### src/rtl/apb_pkg.sv
// Shared definitions for the APB master bridge: FSM state encoding and the
// register map of the peripheral it normally talks to.
package apb_pkg;

  typedef enum logic [1:0] {
    IDLE   = 2'b00,
    SETUP  = 2'b01,
    ACCESS = 2'b10
  } apb_state_e;

  // Completer register addresses
  localparam logic [2:0] CR1 = 3'd0;
  localparam logic [2:0] CR2 = 3'd1;
  localparam logic [2:0] BR  = 3'd2;
  localparam logic [2:0] SR  = 3'd3;
  localparam logic [2:0] DR  = 3'd5;

endpackage

### src/rtl/apb_cmd_fifo.sv
// Synchronous command FIFO. Besides the head entry it also exposes the entry
// that becomes the head after a pop. That lets the bridge load its registered
// APB outputs for a back-to-back transfer on the same edge as the pop. DEPTH
// must be a power of two, at least 2.
module apb_cmd_fifo #(
  parameter int WIDTH = 12,
  parameter int DEPTH = 2
) (
  input  logic                     clk,
  input  logic                     rst_n,
  input  logic                     push,
  input  logic [WIDTH-1:0]         push_data,
  input  logic                     pop,
  output logic [WIDTH-1:0]         head_data,
  output logic [WIDTH-1:0]         next_data,
  output logic [$clog2(DEPTH):0]   count,
  output logic                     full,
  output logic                     empty
);

  localparam int PTR_W = $clog2(DEPTH);
  localparam logic [PTR_W:0] ONE = 1;

  logic [WIDTH-1:0] mem_q [DEPTH];
  logic [PTR_W:0]   wr_ptr_q, wr_ptr_d;
  logic [PTR_W:0]   rd_ptr_q, rd_ptr_d;
  logic [PTR_W-1:0] rd_next_idx;
  logic             do_push, do_pop;

  assign count       = wr_ptr_q - rd_ptr_q;
  assign empty       = (wr_ptr_q == rd_ptr_q);
  assign full        = (wr_ptr_q[PTR_W] != rd_ptr_q[PTR_W]) &&
                       (wr_ptr_q[PTR_W-1:0] == rd_ptr_q[PTR_W-1:0]);
  assign do_push     = push && !full;
  assign do_pop      = pop && !empty;
  assign rd_next_idx = rd_ptr_q[PTR_W-1:0] + 1'b1;
  assign head_data   = mem_q[rd_ptr_q[PTR_W-1:0]];
  // With a single stored entry, the post-pop head is whatever is pushed now.
  assign next_data   = (count > ONE) ? mem_q[rd_next_idx] : push_data;

  // Pointer next-state
  always_comb begin
    // NOTE: every always_comb output gets a default first so no path infers a latch.
    wr_ptr_d = wr_ptr_q;
    rd_ptr_d = rd_ptr_q;
    if (do_push) wr_ptr_d = wr_ptr_q + 1'b1;
    if (do_pop)  rd_ptr_d = rd_ptr_q + 1'b1;
  end

  // Pointer registers
  always_ff @(posedge clk or negedge rst_n) begin
    if (!rst_n) begin
      // NOTE: state flops use non-blocking assignments so every flop samples pre-edge values.
      wr_ptr_q <= '0;
      rd_ptr_q <= '0;
    end else begin
      wr_ptr_q <= wr_ptr_d;
      rd_ptr_q <= rd_ptr_d;
    end
  end

  // Storage array
  always_ff @(posedge clk) begin
    // NOTE: storage is not reset; the pointers alone define which entries are valid.
    if (do_push) mem_q[wr_ptr_q[PTR_W-1:0]] <= push_data;
  end

endmodule

### src/rtl/apb_master_bridge.sv
// Local command to APB requester bridge. Commands are buffered in a small
// FIFO and executed in order as SETUP/ACCESS transfers with a wait-state
// timeout. All APB outputs are registered and computed from the next state.
module apb_master_bridge
  import apb_pkg::*;
#(
  parameter int ADDR_W      = 3,
  parameter int DATA_W      = 8,
  parameter int TIMEOUT_CYC = 16,
  parameter int FIFO_DEPTH  = 2
) (
  input  logic              PClk,
  input  logic              PRESETn,
  input  logic              req_valid,
  output logic              req_ready,
  input  logic              req_write,
  input  logic [ADDR_W-1:0] req_addr,
  input  logic [DATA_W-1:0] req_wdata,
  output logic              rsp_valid,
  output logic [DATA_W-1:0] rsp_rdata,
  output logic              rsp_err,
  output logic              PSEL,
  output logic              PENABLE,
  output logic              PWRITE,
  output logic [ADDR_W-1:0] PADDR,
  output logic [DATA_W-1:0] PWDATA,
  input  logic [DATA_W-1:0] PRDATA,
  input  logic              PREADY,
  input  logic              PSLVERR
);

  localparam int CMD_W = 1 + ADDR_W + DATA_W;
  localparam int PTR_W = $clog2(FIFO_DEPTH);
  localparam int CNT_W = $clog2(TIMEOUT_CYC) + 1;
  localparam logic [CNT_W-1:0] TMO_LAST  = CNT_W'(TIMEOUT_CYC - 1);
  localparam logic [PTR_W:0]   ONE_ENTRY = 1;

  // Command FIFO interface
  logic             push, pop, fifo_full, fifo_empty;
  logic [CMD_W-1:0] push_data, head_data, next_data, load_data;
  logic [PTR_W:0]   fifo_count;

  // FSM, timeout counter, APB and response registers
  apb_state_e        state_q, state_d;
  logic [CNT_W-1:0]  cnt_q, cnt_d;
  logic              psel_q, psel_d, penable_q, penable_d, pwrite_q, pwrite_d;
  logic [ADDR_W-1:0] paddr_q, paddr_d;
  logic [DATA_W-1:0] pwdata_q, pwdata_d;
  logic              rsp_valid_q, rsp_valid_d, rsp_err_q, rsp_err_d;
  logic [DATA_W-1:0] rsp_rdata_q, rsp_rdata_d;
  logic              load, tmo_hit;

  assign req_ready = !fifo_full;
  assign push      = req_valid && !fifo_full;
  assign push_data = {req_write, req_addr, req_wdata};

  apb_cmd_fifo #(
    .WIDTH (CMD_W),
    .DEPTH (FIFO_DEPTH)
  ) u_cmd_fifo (
    .clk       (PClk),
    .rst_n     (PRESETn),
    .push      (push),
    .push_data (push_data),
    .pop       (pop),
    .head_data (head_data),
    .next_data (next_data),
    .count     (fifo_count),
    .full      (fifo_full),
    .empty     (fifo_empty)
  );

  // Next state, timeout counting, completion and registered-output values
  always_comb begin
    state_d     = state_q;
    cnt_d       = cnt_q;
    pop         = 1'b0;
    load        = 1'b0;
    load_data   = head_data;
    tmo_hit     = 1'b0;
    rsp_valid_d = 1'b0;
    rsp_err_d   = 1'b0;
    rsp_rdata_d = '0;
    pwrite_d    = pwrite_q;
    paddr_d     = paddr_q;
    pwdata_d    = pwdata_q;

    case (state_q)
      IDLE: begin
        if (!fifo_empty) begin
          state_d = SETUP;
          load    = 1'b1;
        end
      end
      SETUP: begin
        state_d = ACCESS;
        cnt_d   = '0;
      end
      ACCESS: begin
        tmo_hit = !PREADY && (cnt_q == TMO_LAST);
        if (PREADY || tmo_hit) begin
          pop         = 1'b1;
          rsp_valid_d = 1'b1;
          // A ready completer wins over an expiring timeout.
          rsp_err_d   = PREADY ? PSLVERR : 1'b1;
          rsp_rdata_d = (PREADY && !pwrite_q) ? PRDATA : '0;
          // A command pushed on this same edge also counts as "still queued".
          if ((fifo_count > ONE_ENTRY) || push) begin
            state_d   = SETUP;
            load      = 1'b1;
            load_data = next_data;
          end else begin
            state_d = IDLE;
          end
        end else begin
          cnt_d = cnt_q + 1'b1;
        end
      end
      default: state_d = IDLE;
    endcase

    if (load) begin
      pwrite_d = load_data[CMD_W-1];
      paddr_d  = load_data[DATA_W +: ADDR_W];
      pwdata_d = load_data[CMD_W-1] ? load_data[DATA_W-1:0] : '0;
    end else if (state_d == IDLE) begin
      pwrite_d = 1'b0;
      paddr_d  = '0;
      pwdata_d = '0;
    end

    psel_d    = (state_d != IDLE);
    penable_d = (state_d == ACCESS);
  end

  // State, counter, APB and response registers
  always_ff @(posedge PClk or negedge PRESETn) begin
    if (!PRESETn) begin
      state_q     <= IDLE;
      cnt_q       <= '0;
      psel_q      <= 1'b0;
      penable_q   <= 1'b0;
      pwrite_q    <= 1'b0;
      paddr_q     <= '0;
      pwdata_q    <= '0;
      rsp_valid_q <= 1'b0;
      rsp_err_q   <= 1'b0;
      rsp_rdata_q <= '0;
    end else begin
      state_q     <= state_d;
      cnt_q       <= cnt_d;
      psel_q      <= psel_d;
      penable_q   <= penable_d;
      pwrite_q    <= pwrite_d;
      paddr_q     <= paddr_d;
      pwdata_q    <= pwdata_d;
      rsp_valid_q <= rsp_valid_d;
      rsp_err_q   <= rsp_err_d;
      rsp_rdata_q <= rsp_rdata_d;
    end
  end

  assign PSEL      = psel_q;
  assign PENABLE   = penable_q;
  assign PWRITE    = pwrite_q;
  assign PADDR     = paddr_q;
  assign PWDATA    = pwdata_q;
  assign rsp_valid = rsp_valid_q;
  assign rsp_err   = rsp_err_q;
  assign rsp_rdata = rsp_rdata_q;

endmodule

### config.mk
export PLATFORM = sky130hd
export DESIGN_NAME = apb_master_bridge
export DESIGN_NICKNAME = d
export VERILOG_FILES = /design/src/rtl/apb_pkg.sv /design/src/rtl/apb_cmd_fifo.sv /design/src/rtl/apb_master_bridge.sv
export SDC_FILE = /design/constraint.sdc
export NUM_CORES = 1
export LEC_CHECK = 0
export ABC_CLOCK_PERIOD_IN_PS = 3200
export BUFFER_PORTS_ARGS = -buffer_cell sky130_fd_sc_hd__buf_4
export CORE_UTILIZATION = 35
export DETAILED_ROUTE_END_ITERATION = 7
export MAX_ROUTING_LAYER = met4
export PLACE_DENSITY = 0.51
export SYNTH_ARGS = -nofsm -noshare
export SYNTH_HDL_FRONTEND = slang
export SYNTH_SLANG_ARGS = --single-unit
### constraint.sdc
create_clock -name PClk -period 3.2 [get_ports PClk]
set_clock_uncertainty 0.1 [all_clocks]
set_input_delay 0.16 -clock PClk [delete_from_list [all_inputs] [get_ports PClk]]
set_output_delay 0.16 -clock PClk [all_outputs]
set_load 0.02 [all_outputs]
-- Yosys cells after proc, flatten, opt, wreduce, memory -nomap -nowiden
Memories as Yosys holds them, arrays and structs flattened.
Index checks and enable logic that the tools add are counted.
Widths: inputs -> output; s select.
- output and inout bits: 25
- input bits: 25
- bits in writable memories: 24
- flip-flop bits (word level): 35
- memories: 1
- memory list (memory ; words ; bits a word ; read ports ; clocked after memory_dff ; wr ports ; RTL line ; text):
    u_cmd_fifo.mem_q ; 2 ; 12 ; 2 ; 0 ; 1 ; apb_cmd_fifo.sv:24 ; logic [WIDTH-1:0] mem_q [DEPTH];
- order comparisons: 1
- reduce and logical (&&, ||, !) cells: 18
- $add $sub $neg: 5
- mux-type cells: 31
- equality and inequality tests: 8
- operator list (operator ; count):
    $mux 12 ; 4
    $mux 8 ; 6
    $mux 1 ; 13
    $pmux 5 s2 ; 1
    $logic_and 1x1->1 ; 6
    $mux 3 ; 2
    $pmux 2 s3 ; 1
    $reduce_bool 2->1 ; 3
    $add 5x1->5 const B ; 1
    $eq 5x4->1 const B ; 1
    $mux 5 ; 1
    $add 2x1->2 const B ; 2
    $eq 2x2->1 const B ; 2
    $logic_not 1->1 ; 4
    $logic_not 2->1 ; 2
    $mux 2 ; 2
    $eq 2x1->1 const B ; 1
    $eq 2x2->1 ; 1
    $gt 2x1->1 const B ; 1
    $logic_or 1x1->1 ; 2
    $ne 2x2->1 const B ; 1
    $pmux 1 s2 ; 1
    $reduce_and 2->1 ; 1
    $sub 2x2->2 ; 1
    3 further kinds ; 3

-- Logic depth before layout (Yosys ltp)
Gate-level depths: netlist (run 1).
- depth in word-level cells: 11
- mapped depth: 9
- mapped depth without buffers: 8

-- Hierarchy
A second synthesis (run 1) with hierarchy kept.
- cell total of the unflattened synthesis: 212
- area total of the unflattened synthesis: 2787.7 sq um
- modules (own cells, without submodules) (module ; area an instance (sq um) ; times used ; cells each):
    apb_master_bridge ; 1396.3 ; 1 ; 110
    apb_cmd_fifo ; 1391.3 ; 1 ; 102

-- Worst setup path after synthesis (run 1)
No wires, ideal clock.
- path type: reg-to-reg
- from: register cnt_q[0]
- to: register pwdata_q[0], in the netlist PWDATA[0]
- path buffers: 0
- arrival time: 2063 ps
- required time: 3032 ps
- stages on the path, launching flop included: 9
- setup time: 68 ps
- path slack: 969 ps
- cell sequence: dfrtp_1 ha_1 and3_1 ha_1 nor2_1 nor3_1 mux2_4 a22oi_4 a32o_1
- longest elaborated chain between the ends: 7
- elaborated cells on any way between the ends: 13
- ends and longest elaborated chain (element ; RTL line ; text):
    start, declared ; apb_master_bridge.sv:45 ; logic [CNT_W-1:0] cnt_q, cnt_d;
    start signal, assigned ; apb_master_bridge.sv:151 ; cnt_q <= cnt_d;
    $eq 5x4->1 (*) ; apb_master_bridge.sv:100 ; tmo_hit = !PREADY && (cnt_q == TMO_LAST);
    $logic_and 1x1->1 (*) ; apb_master_bridge.sv:100 ;
    $logic_or 1x1->1 (*) ; apb_master_bridge.sv:101 ; if (PREADY || tmo_hit) begin
    $mux 2 or $mux 12 (tied branches) ; apb_master_bridge.sv:101 ;
    $pmux 2 s3 or $mux 12 (tied branches) ; apb_master_bridge.sv:88 ; case (state_q)
    $logic_not 2->1 or $mux 8 (tied branches) ; apb_master_bridge.sv:126, apb_master_bridge.sv:125 ;
    $reduce_bool 2->1 (no source line) or $mux 8 (tied branches) ; - ;
    end signal, assigned ; apb_master_bridge.sv:156 ; pwdata_q <= pwdata_d;
    end, declared ; apb_master_bridge.sv:48 ; logic [DATA_W-1:0] pwdata_q, pwdata_d;
Every way passes the cells marked *; elsewhere a longest branch is shown, timed or not.
A chain may end at the register's enable or synchronous reset.

-- Worst setup path in the final report (run 1)
- from: register cnt_q[0]
- to: register pwdata_q[5], in the netlist PWDATA[5]
Same word-level chain as after synthesis.

==> run metrics, run 1 <==
CTS clk-pin slew, worst paths=0.07 ns; Gate power share=between 40% and 50%; via count=roughly 2100; layout cells sized above 1=between 20 and 30%; Max IR drop VDD=0.000371 V; kind of critical path=reg2reg; drt drc=0; # setup viols final=0; postcts setup bufs=0; Min Hold Slack=approximately 0.17 ns; Port Buffer Count=49; DP HPWL=4.34 mm; post-synth top area cell=dfrtp_1; fmax=393 MHz; largest net degree at the start of global routing=36; crit-path cells=ha_1 -> and3_1 -> ha_1 -> nor2_1 -> nand3b_4 -> o221ai_2 -> a22oi_4 -> a32o_1; critical path peak fanout=9; global placement routability congestion=0.786; Crit-path slowest cell=dfrtp_1; max cap viols=0; clock network fraction of total power=approximately 17%; R2R depth=8; CTS Root Cell=clkbuf_8; Sw Ratio=41.3%; Global Route Usage Sum=18.0%; RSZ-0062 raised after global routing=no; Antenna Nets Post-Route=0; mapped cell area=between 0.002 and 0.003 sq mm; die width=92.2 um; initial core utilization=36.5%; post-cts gate resize count=0; Seq pwr share=between 30% and 40%; Clk Latency, worst-skew pair=0.33 ns; final cell count without fillers=415; post-synthesis sequential area ratio=roughly 56%; layout net count=between 300 and 400; Buf/Inv on CP=0; Sum Neg Setup Slack=0 ns; outcome=finished, final reports clean; synthesized netlist cell count=230; internal power=2110 uW; CTS Buffer Depth=2; final slew viol count=0; Startpoint Class=register; Sw Pwr=1480 uW; synth top area cells=dfrtp_1 (31%), edfxtp_1 (25%), mux2i_1 (4.6%), mux2_2 (4.0%), a32o_1 (3.9%); Post-Syn Area per Cell=12.4 sq um; CTS sink count=59; Slew @ Worst Pin=roughly 0.83 ns; worst hold stages=3; commonest cells after routing, fill and taps aside=buf_4 (55), dfrtp_1 (35), edfxtp_1 (24), dlygate4sd3_1 (23); top-area cell type share of the netlist area=30.7%; Rel. slew slack=44.5%; leakage=0.00159 uW; ant diodes=0; number of global-route vias before repair=2231; Layout Utilization=a little under half; num ports=50; fillers=740; delay-heaviest family, CP=simple AND/OR/NAND/NOR gates; average routed wire per standard cell=16.5 um; Core Rows=32; worst hold path type=in2reg; pre-CTS WS=0.661 ns; commonest non-fill, non-tap cell in the layout=buf_4; Core Area=just under 0.008 sq mm; Die Y=92.2 um; DRT Wirelength=6.83 mm; Max H-tree Level=3; distinct cell type count after synthesis=50; most used cell, CP=ha_1; DR vias/cell=5.12; drt pass-1 iters=4; Final Cycle Share=79.5%; Placed Instances=between 300 and 400; Synth warnings=0; final setup margin=0.657 ns; Area Growth Syn to Fin=30.9%; CP required=3.37 ns; critical path endpoint category=register; CTS tree=done; Die Footprint=between 0.008 and 0.009 sq mm; Arr. time, crit path=about 2.7 ns; synthesis-stage register bit count=59; number of CTS-inserted buffers=9; Starting DRT DRC Count=84; slowest cell delay on critical path=0.41 ns; Critical Path Stages=8; global-route wire length before repair=11.3 mm; area of the multi-input gates=between 0.001 and 0.0015 sq mm; Fin. Hold Viols=0; initial antenna violation count=0; Storage cell area=about 0.0016 sq mm; pwr dens=963 mW/mm^2; hold_buf cts=23; post-synthesis net count=between 200 and 300; aggregate global routing overflow=0; minimum clock period=~2.5 ns
metal layers:
| metal | vias to the layer above | global-route usage (%) | wire length [um] | share of wire (%) |
|---|---|---|---|---|
| li1 | 1025 | - | - | - |
| met1 | 1025 | 23.6 | 3240 | 47 |
| met2 | 63 | 27.5 | 3170 | 46 |
| met3 | 10 | 2.65 | 307 | 4.5 |
| met4 | 0 | 8.20 | 112 | 1.6 |
| met5 | - | - | 0 | 0 |
Yosys cell counts, drive strengths merged:
library cell / number
nor3b: 1
o221ai: 4
a22oi: 2
clkbuf: 2
nor3: 7
nand2b: 1
o22ai: 10
a22o: 1
nand2: 18
a211o: 1
mux2: 11
and2: 10
xor2: 2
o21bai: 1
nand3: 2
o22a: 1
o21ai: 23
a221oi: 3
nand4: 1
dfrtp: 35
and3: 1
mux2i: 13
edfxtp: 24
or3: 1
and3b: 1
nand3b: 1
nor2b: 4
and2b: 1
inv: 7
xnor2: 4
a32o: 11
ha: 3
buf: 9
a31oi: 1
a21oi: 3
o211ai: 2
nor2: 6
xor3: 1
or2: 1
worst min-delay path: stages:
cell     delay (ns)
buf_4          0.14
o21ai_2        0.17
xnor2_1        0.09
through the flow:
| stage | total power, uW | cell area (sq um) |
|---|---|---|
| 4_1_cts | 3630 | 3730 |
| 2_1_floorplan | 2460 | 2850 |
| 5_1_grt | 3850 | 3730 |
| 6_report | 3590 | 3730 |
| 3_3_place_gp | 2980 | 3330 |
| 3_5_place_dp | 2990 | 3330 |
area by class of cell:
type | count | area share [%]
repair buffers | 78 | 17.2
inverters | 7 | 0.704
clock buffers | 11 | 3.79
multi-input cells | 153 | 31.2
clock inverters | 5 | 0.805
well taps | 102 | 3.42
flip-flops and latches | 59 | 42.8
worst paths after layout:
path	start	endpoint	slack, ns
max	cnt_q[0]$_DFFE_PN0P_	PWDATA[5]$_DFFE_PN0P_	0.66
max reg2reg	cnt_q[0]$_DFFE_PN0P_	PWDATA[5]$_DFFE_PN0P_	0.66
min in group asynchronous	PRESETn	rsp_err$_DFF_PN0_	0.23
min reg2reg	cnt_q[4]$_DFFE_PN0P_	cnt_q[4]$_DFFE_PN0P_	0.40
min	req_valid	u_cmd_fifo.wr_ptr_q[0]$_DFFE_PN0P_	0.17
max in group asynchronous	PRESETn	state_q[0]$_DFF_PN0_	2.43
sequential cells by signal, summed over array words and instances (netlist names):
signal,cells
cnt_q,5
state_q,2
PWRITE,1
PENABLE,1
rsp_rdata,8
u_cmd_fifo.mem_q,24
PWDATA,8
PADDR,3
PSEL,1
u_cmd_fifo.rd_ptr_q,2
rsp_valid,1
u_cmd_fifo.wr_ptr_q,2
rsp_err,1
power groups by stage:
stage               clock network [uW]  registers, uW  logic, uW
floorplan                            0           1230       1240
global placement                     0           1230       1750
detailed placement                   0           1230       1760
CTS                                614           1220       1790
global route                       643           1250       1960
finish                             596           1220       1780
logic make-up (layout without fill, tap and decap cells):
family	after synthesis	after routing	share of synthesized area (%)
compound gates	63	63	16.4
fa+ha+maj	3	3	1.32
simple gates	56	56	10.5
flops	59	59	56.0
buf+inv	18	101	3.07
xor+xnor	7	7	3.65
mux	24	24	9.05
(Power assumes the default switching activity.)
==> run 2, diff against run 1 <==
ABC_CLOCK_PERIOD_IN_PS = 2300   (was 3200)
PLACE_DENSITY = 0.53   (was 0.51)
clock period = 2.3 ns   (was 3.2 ns; I/O delays follow)
==> run metrics, run 2 (synthesis gave the netlist of run 1 again) <==
CTS clk-pin slew, worst paths=0.07 ns; die width=between 90 and 100 um; DRT Wirelength=6.77 mm; # setup viols final=0; outcome=finished, final reports clean; critical path endpoint category=register; Power Total=between 5000 and 6000 uW; Largest register FFs=24; drt drc=0; Port Buffer Count=49; CP required=2.42 ns; Startpoint Class=register; CTS tree=done; average routed wire per standard cell=15.7 um; clock network fraction of total power=16.9%; num ports=50; fmax=455 MHz; number of CTS-inserted buffers=9; final slew viol count=0; via count=around 2200; Starting DRT DRC Count=144; drt pass-1 iters=4; CTS Root Cell=clkbuf_8; CTS sink count=59; commonest non-fill, non-tap cell in the layout=buf_4; internal power=between 3000 and 4000 uW; Sw Ratio=40.2%; aggregate global routing overflow=0; leakage=0.00168 uW; Core Area=0.00781 sq mm; commonest cells after routing, fill and taps aside=buf_4 (71), dfrtp_1 (35), edfxtp_1 (24), dlygate4sd3_1 (23); Global Route Usage Sum=between 10% and 20%; Rel. slew slack=roughly two thirds; Antenna Nets Post-Route=0; minimum clock period=2.20 ns; Clk Latency, worst-skew pair=0.33 ns; kind of critical path=reg2reg; ant diodes=0; largest net degree at the start of global routing=36; Final Cycle Share=95.5%; Die Footprint=0.00850 sq mm; pre-CTS WS=between 0.0002 and 0.00025 ns; DP HPWL=4.55 mm; critical path peak fanout=8; Slew @ Worst Pin=0.523 ns; global-route wire length before repair=10.5 mm; Arr. time, crit path=2.32 ns; Core Rows=32; Layout Utilization=50.1%; pwr dens=1360 mW/mm^2; CTS Buffer Depth=2; number of global-route vias before repair=2117; layout cells sized above 1=33.3%; worst hold path type=in2reg; Max IR drop VDD=0.000489 V; Placed Instances=390; CP startpoint=cnt_q[1]$_DFFE_PN0P_; layout net count=353; Seq pwr share=between 30% and 40%; initial core utilization=between 30% and 40%; max cap viols=0; DR vias/cell=5.06; initial antenna violation count=0; Area Growth Syn to Fin=37.3%; final cell count without fillers=432; Fin. Hold Viols=0; Max H-tree Level=3; reg-to-reg startpoint=cnt_q[1]$_DFFE_PN0P_; Sum Neg Setup Slack=0 ns; Die Y=92.2 um; Gate power share=52.0%; global placement routability congestion=around 0.75; Sw Pwr=2130 uW; Hold Startpoint=req_valid; final setup margin=about 0.10 ns
-- run 2: cell count changes in the layout (fill, tap and decap cells not counted), sizes merged --
cell / change
a22oi: +1
buf: +16
bufinv: +1
clkbuf: -1
clkinv: +1
clkinvlp: -1
-- run 2: metrics by stage --
step	cell area, sq um	hold WS, ns
global route	3910	0.193
finish	3910	0.168
detailed placement	3430	0.00892
global placement	3430	0.0110
CTS	3850	0.154
floorplan	2850	-0.281
-- run 2: area by class of cell --
| class | instances | area, sq um |
|---|---|---|
| Tap cell | 102 | 128 |
| Timing Repair Buffer | 94 | 763 |
| Clock inverter | 6 | 56.3 |
| Fill cell | 712 | 3890 |
| Sequential cell | 59 | 1600 |
| Inverter | 7 | 28.8 |
| Multi-Input combinational cell | 154 | 1210 |
| Clock buffer | 10 | 128 |
-- run 2: worst paths after layout --
path                                                      endpoint  cells past startpoint  slack, ns
min in group asynchronous                        rsp_err$_DFF_PN0_                      2       0.18
worst max-delay path                         PWDATA[2]$_DFFE_PN0P_                      8       0.10
worst min-delay path            u_cmd_fifo.wr_ptr_q[0]$_DFFE_PN0P_                      4       0.17
worst max register to register               PWDATA[2]$_DFFE_PN0P_                      8       0.10
max in group asynchronous                     state_q[0]$_DFF_PN0_                      2       1.58
worst min register to register                cnt_q[4]$_DFFE_PN0P_                      2       0.38
-- run 2: power by group through the flow --
stage | combinational (uW) | clock (uW) | sequential (uW)
floorplan | 1720 | 0 | 1710
global placement | 2620 | 0 | 1660
detailed placement | 2640 | 0 | 1660
CTS | 2680 | 920 | 1640
global route | 3020 | 959 | 1690
finish | 2760 | 894 | 1650
-- run 2: repair_timing --
action                                  in CTS  in global routing
hold buffers                                23                  0
gates cloned                                 0                  1
pin swaps                                    1                  5
gates resized for setup                      0                  6
endpoints found under the hold margin       68                  0
endpoints found under the setup margin       8                 14
buffers inserted                             0                  2
-- run 2: critical path: stages (launching register included) --
cell,delay (ns)
dfrtp_1,0.41
ha_1,0.21
and3_1,0.19
ha_2,0.20
o21ai_4,0.20
inv_4,0.10
o221ai_4,0.27
a22oi_2,0.14
a32o_1,0.25
-- run 2: layer usage --
layer  wire, um  track usage, %
met3        257            5.64
met5          0               -
met4         47            3.91
met1       3190            20.7
met2       3270            27.4
